## config.mk

```make
export PLATFORM = sky130hd
export DESIGN_NAME = output_collector
export DESIGN_NICKNAME = d
export VERILOG_FILES = /design/src/rtl/output_collector.sv
export SDC_FILE = /design/constraint.sdc
export NUM_CORES = 1
export LEC_CHECK = 0
export ABC_AREA = 1
export CORE_AREA = 2 2 158 160
export CTS_CLUSTER_SIZE = 25
export DETAILED_ROUTE_END_ITERATION = 10
export DIE_AREA = 0 0 160 162
export PLACE_DENSITY = 0.81
export SETUP_SLACK_MARGIN = 0.3
export SYNTH_ARGS = -nofsm -noshare
export SYNTH_HDL_FRONTEND = slang
export SYNTH_SLANG_ARGS = --single-unit
```

## constraint.sdc

```tcl
create_clock -name clk -period 4.32 [get_ports clk]
set_input_delay 0.648 -clock clk [delete_from_list [all_inputs] [get_ports clk]]
set_output_delay 0.648 -clock clk [all_outputs]
set_load 0.02 [all_outputs]
```

## src/rtl/output_collector.sv

```systemverilog
// Output-layer sink: captures one signed score per lane, runs a sequential argmax once every
// lane has arrived, and offers the winning class on a valid/ready handshake.
module output_collector #(
  parameter int N_OUT  = 10,
  parameter int DATA_W = 16,
  parameter int IDX_W  = 4
) (
  input  logic                    clk,
  input  logic                    reset,
  input  logic [N_OUT-1:0]        relu_valid,
  input  logic [N_OUT*DATA_W-1:0] relu_data,
  output logic                    res_valid,
  input  logic                    res_ready,
  output logic [IDX_W-1:0]        res_class,
  output logic [DATA_W-1:0]       res_max,
  output logic                    busy,
  output logic                    overrun
);

  typedef enum logic [1:0] {COLLECT, ARGMAX, HOLD} state_t;

  state_t                   state, state_nxt;
  logic [N_OUT-1:0]         mask;
  logic signed [DATA_W-1:0] score [N_OUT];
  // One wider than IDX_W so the final write-back step (cnt == N_OUT) is representable
  logic [IDX_W:0]           cnt;
  logic signed [DATA_W-1:0] best;
  logic [IDX_W-1:0]         best_idx;
  logic signed [DATA_W-1:0] cur;

  assign busy = (state != COLLECT);

  always_comb begin
    cur = '0;
    for (int unsigned i = 0; i < N_OUT; i++)
      if (cnt == (IDX_W+1)'(i)) cur = score[i];
  end

  always_ff @(posedge clk or negedge reset) begin
    if (!reset) state <= COLLECT;
    else        state <= state_nxt;
  end

  always_comb begin
    state_nxt = state;
    case (state)
      COLLECT: if (&(mask | relu_valid)) state_nxt = ARGMAX;
      ARGMAX:  if (cnt == (IDX_W+1)'(N_OUT)) state_nxt = HOLD;
      HOLD:    if (res_valid && res_ready) state_nxt = COLLECT;
      default: state_nxt = COLLECT;
    endcase
  end

  always_ff @(posedge clk or negedge reset) begin
    if (!reset) begin
      mask      <= '0;
      cnt       <= '0;
      best      <= '0;
      best_idx  <= '0;
      res_valid <= 1'b0;
      res_class <= '0;
      res_max   <= '0;
      overrun   <= 1'b0;
      for (int unsigned i = 0; i < N_OUT; i++) score[i] <= '0;
    end else begin
      case (state)
        COLLECT: begin
          cnt <= '0;
          for (int unsigned i = 0; i < N_OUT; i++)
            if (relu_valid[i] && !mask[i]) score[i] <= relu_data[i*DATA_W +: DATA_W];
          mask <= mask | relu_valid;
          if (|(relu_valid & mask)) overrun <= 1'b1;
        end
        ARGMAX: begin
          if (|relu_valid) overrun <= 1'b1;
          cnt <= cnt + 1'b1;
          if (cnt == '0) begin
            best     <= cur;
            best_idx <= '0;
          end else if (cnt < (IDX_W+1)'(N_OUT)) begin
            if (cur > best) begin
              best     <= cur;
              best_idx <= cnt[IDX_W-1:0];
            end
          end else begin
            res_class <= best_idx;
            res_max   <= best;
            res_valid <= 1'b1;
          end
        end
        HOLD: begin
          if (|relu_valid) overrun <= 1'b1;
          if (res_valid && res_ready) begin
            res_valid <= 1'b0;
            mask      <= '0;
          end
        end
        default: ;
      endcase
    end
  end

endmodule
```

==> impl_metrics.prom <==
# TYPE chip_impl_metric gauge
chip_impl_metric{name="fp.dieW",unit="µm"} 160
chip_impl_metric{name="slew_viol_final",unit=""} 0
chip_impl_info{name="synth_most_common_cell",value="sky130_fd_sc_hd__nand2_1"} 1
chip_impl_metric{name="fillerInstances",unit=""} 2048
chip_impl_metric{name="clock_insertion_delay_worst_skew",unit="ns"} 0.53
chip_impl_metric{name="post-synth-top-area-fraction",unit="%"} 50.2
chip_impl_metric{name="grt_start_max_net_pins",unit=""} 132
chip_impl_metric{name="fp-row-count",unit=""} 57
chip_impl_metric{name="critical_path_arrival",unit="ns"} 4.16
chip_impl_metric{name="synth-seq-cells",unit=""} 219
chip_impl_metric{name="p_leak",unit="nW"} 6.63
chip_impl_metric{name="cts-buffers-inserted",unit=""} 24
chip_impl_metric{name="detailroute.via_count",unit=""} 8862
chip_impl_metric{name="crit_fanout",unit=""} 24
chip_impl_metric{name="die_h",unit="µm"} 162
chip_impl_metric{name="timing.critical_path.buf_inv",unit=""} 2
chip_impl_metric{name="worst_pin_slew",unit="ns"} 1.03
chip_impl_info{name="worstSetupStartpointType",value="flip-flop"} 1
chip_impl_metric{name="drt-total-wl",unit="µm"} 30500
chip_impl_info{name="yosys_most_used_dff",value="sky130_fd_sc_hd__dfrtp_1"} 1
chip_impl_metric{name="remaining_drc_errors",unit=""} 0
chip_impl_metric{name="drt_iter0_drc",unit=""} 774
chip_impl_metric{name="timing.setup.tns",unit="ns"} 0
chip_impl_metric{name="syn-num-nets",unit=""} 1365
chip_impl_metric{name="number_of_primary_i_o_pins",unit=""} 196
chip_impl_metric{name="fp.coreArea",unit="µm²"} 24100
chip_impl_metric{name="fin_ws",unit="ns"} 0.533
chip_impl_metric{name="synth.cell_area",unit="µm²"} 10900
chip_impl_metric{name="hpwlAfterDp",unit="µm"} 23000
chip_impl_metric{name="yosysWarningCount",unit=""} 0
chip_impl_info{name="critical_path.slowest_cell",value="sky130_fd_sc_hd__clkinvlp_2"} 1
chip_impl_metric{name="detail_route.first_pass.iterations",unit=""} 5
chip_impl_metric{name="power-per-cell-area",unit="nW/µm²"} 684
chip_impl_metric{name="htree_num_levels",unit=""} 1
chip_impl_metric{name="clock_slew_at_the_register_clock_pins_of_the_worst_setup_and_hold_paths",unit="ns"} 0.06
chip_impl_info{name="timing.critical_path.cells",value="inv_1 -> ha_1 -> nand2_4 -> nor2_4 -> clkinvlp_2 -> or2_2 -> and2_1 -> ha_1 -> a21oi_1 -> o21ai_0 -> a21oi_1 -> nand4_1 -> nand2_1 -> nand2_4 -> nand3_1 -> o21ai_0"} 1
chip_impl_info{name="type_of_the_worst_min_delay_path",value="input pin to asynchronous set/reset pin"} 1
chip_impl_metric{name="netlist-cell-type-count",unit=""} 34
chip_impl_metric{name="io_buffer_count",unit=""} 195
chip_impl_metric{name="clock_skew",unit="ns"} 0.0307
chip_impl_metric{name="number_of_global_route_vias_before_repair",unit=""} 8993
chip_impl_metric{name="clock_tree.buffer_depth",unit=""} 3
chip_impl_metric{name="syn_inst",unit=""} 1168
chip_impl_info{name="ys_top_cells_by_count",value="sky130_fd_sc_hd__nand2_1 (286), sky130_fd_sc_hd__dfrtp_1 (219), sky130_fd_sc_hd__mux2_2 (153), sky130_fd_sc_hd__inv_1 (127), sky130_fd_sc_hd__nand3_1 (115)"} 1
chip_impl_metric{name="relSlewSlack",unit="%"} 31.2
chip_impl_metric{name="wl_per_cell",unit="µm"} 17.8
chip_impl_metric{name="finalHoldViolCount",unit=""} 0
chip_impl_metric{name="vdd_ir_drop_max",unit="mV"} 0.342
chip_impl_info{name="synth_top_cell_by_area",value="sky130_fd_sc_hd__dfrtp_1"} 1
chip_impl_metric{name="async_flop_share",unit="%"} 100
chip_impl_metric{name="number_of_enable_flip_flop_cells_after_synthesis",unit=""} 0
chip_impl_info{name="worstSetupEndpointType",value="flip-flop"} 1
chip_impl_metric{name="vias_per_cell",unit=""} 5.18
chip_impl_metric{name="syn_to_final_growth",unit="%"} 28.9
chip_impl_info{name="run_status",value="finished, final reports clean"} 1
chip_impl_metric{name="start_util",unit="%"} 45.3
chip_impl_metric{name="die_area",unit="µm²"} 25900
chip_impl_metric{name="post_place_setup_slack",unit="ns"} 0.455
chip_impl_metric{name="grt_pass1_wl",unit="µm"} 47900
chip_impl_metric{name="globalRoute.totalOverflow",unit=""} 0
chip_impl_metric{name="seqCellArea",unit="µm²"} 5480
chip_impl_metric{name="finalCritPeriodShare",unit="%"} 87.7
chip_impl_metric{name="achievable_freq",unit="MHz"} 264
chip_impl_info{name="criticalPathCategory",value="flip-flop to flip-flop"} 1
chip_impl_info{name="cts_tree",value="built"} 1
chip_impl_metric{name="track_usage",unit="%"} 23.5
chip_impl_metric{name="max_cap_viols",unit=""} 0
chip_impl_info{name="critPathTopFamily",value="simple AND/OR/NAND/NOR gates"} 1
chip_impl_info{name="post_synth_main_area_contributors",value="sky130_fd_sc_hd__dfrtp_1 (50%), sky130_fd_sc_hd__mux2_2 (16%), sky130_fd_sc_hd__nand2_1 (9.8%), sky130_fd_sc_hd__nand3_1 (5.3%), sky130_fd_sc_hd__inv_1 (4.4%)"} 1
chip_impl_metric{name="nets_finish",unit=""} 1564
chip_impl_metric{name="setup_viol_count_final",unit=""} 0
chip_impl_metric{name="drtAntennaViolNets",unit=""} 0
chip_impl_metric{name="postLayoutCoreUtil",unit="%"} 58.4
chip_impl_metric{name="layout-drive-gt1-share",unit="%"} 18.0
chip_impl_metric{name="synth_area_per_cell",unit="µm²"} 9.35
chip_impl_metric{name="final.min_clock_period",unit="ns"} 3.79
chip_impl_metric{name="critical-path-max-stage-delay",unit="ns"} 0.49
chip_impl_metric{name="cp_data_required_time",unit="ns"} 4.70
chip_impl_info{name="ctsRootBufferMaster",value="sky130_fd_sc_hd__clkbuf_16"} 1
chip_impl_metric{name="clock-sinks",unit=""} 219
chip_impl_metric{name="gp_congestion",unit=""} 0.910
chip_impl_metric{name="seq_area_frac_synth",unit="%"} 50.2
chip_impl_info{name="grt_setup_unrepaired",value="false"} 1
chip_impl_metric{name="initial_antenna_violation_count",unit=""} 3
chip_impl_metric{name="multiInputGateArea",unit="µm²"} 4760
==> registers in the layout, summed over array words and instances, names as in the netlist <==
name,count
score,160
best,16
mask,10
res_valid,1
res_max,16
res_class,4
overrun,1
cnt,5
best_idx,4
state,2
==> path summary, 6_finish.rpt <==
check                      slack [ns]    start  cells after the start          end
setup / recovery                 0.53   cnt[1]                     16  best_idx[1]
hold / removal                   0.32    reset                      1    score[89]
setup reg to reg                 0.53   cnt[1]                     16  best_idx[1]
hold reg to reg                  0.48  overrun                      1      overrun
max in group asynchronous        3.04    reset                      2    score[11]
min in group clk                 0.48  overrun                      1      overrun
==> metrics by stage <==
step           cell area, µm²  power, mW  hold WS (ns)  cells
3_5_place_dp            13200       7.36         0.471   1658
3_3_place_gp            13200       7.22         0.462   1658
2_1_floorplan           10900       6.13         0.352   1168
6_report                14100       9.62         0.316   1711
4_1_cts                 14000       9.53         0.350   1701
5_1_grt                 14100       10.3         0.411   1711
==> cells in the final DEF, fill, tap and decap left out, types with 5 or more instances in the layout <==
| cell type | Yosys | final |
|---|---|---|
| sky130_fd_sc_hd__nand3_1 | 115 | 115 |
| sky130_fd_sc_hd__inv_2 | 7 | 6 |
| sky130_fd_sc_hd__clkbuf_16 | 0 | 24 |
| sky130_fd_sc_hd__nor2_1 | 34 | 34 |
| sky130_fd_sc_hd__nand4_1 | 6 | 6 |
| sky130_fd_sc_hd__or2_2 | 22 | 22 |
| sky130_fd_sc_hd__buf_4 | 6 | 16 |
| sky130_fd_sc_hd__nand2_1 | 286 | 285 |
| sky130_fd_sc_hd__clkbuf_1 | 20 | 8 |
| sky130_fd_sc_hd__a21boi_1 | 4 | 5 |
| sky130_fd_sc_hd__nor2_4 | 4 | 5 |
| sky130_fd_sc_hd__ha_1 | 24 | 24 |
| sky130_fd_sc_hd__or2_0 | 15 | 15 |
| sky130_fd_sc_hd__mux2_2 | 153 | 153 |
| sky130_fd_sc_hd__o21ai_0 | 61 | 61 |
| sky130_fd_sc_hd__clkdlybuf4s50_1 | 0 | 194 |
| sky130_fd_sc_hd__a21oi_1 | 23 | 23 |
| sky130_fd_sc_hd__dfrtp_1 | 219 | 219 |
| sky130_fd_sc_hd__inv_1 | 127 | 126 |
==> per-layer routing <==
| metal | GRT usage, % | part of all wire, % | up-vias |
|---|---|---|---|
| met2 | 39.0 | 48 | 330 |
| met3 | 2.83 | 5.4 | 62 |
| li1 | - | - | 4207 |
| met1 | 31.8 | 43 | 4263 |
| met5 | 0 | 0 | - |
| met4 | 9.38 | 3.5 | 0 |
==> worst reg2reg max path, delay by kind of cell (launching register included) <==
kind | cells | cell delay (ns)
flops | 1 | 0.42
compound gates | 4 | 0.49
buf+inv | 2 | 0.64
simple gates | 8 | 1.70
fa+ha+maj | 2 | 0.40
==> power by group <==
| part | internal [mW] | leakage (nW) | total, mW | switching, mW |
|---|---|---|---|---|
| clock | 1.30 | 0.399 | 2.14 | 0.834 |
| combinational | 1.73 | 3.56 | 3.97 | 2.24 |
| sequential | 2.97 | 2.67 | 3.52 | 0.550 |
==> cell families after synthesis <==
family | Yosys count | synth area share [%]
multiplexers | 153 | 15.8
buffers and inverters | 175 | 6.36
AO/OA/AOI/OAI | 101 | 5.02
AND/OR/NAND/NOR | 496 | 19.9
adder cells (fa/ha/maj) | 24 | 2.75
flip-flops | 219 | 50.2
==> area by class of cell <==
type,count,area share (%)
Timing Repair inverter,1,0.0355
Sequential cell,219,38.9
Tap cell,324,2.88
Timing Repair Buffer,212,14.8
Clock buffer,34,4.67
Antenna cell,3,0.0533
Inverter,135,3.64
Multi-Input combinational cell,774,33.8
Clock inverter,9,1.14
==> timing repair <==
action                                  in CTS  in global routing
endpoints found under the setup margin       0                 20
hold buffers                                 0                  0
buffers inserted                             0                  6
resized for setup                            0                  8
No activity file was read; power rests on OpenSTA's default activity.
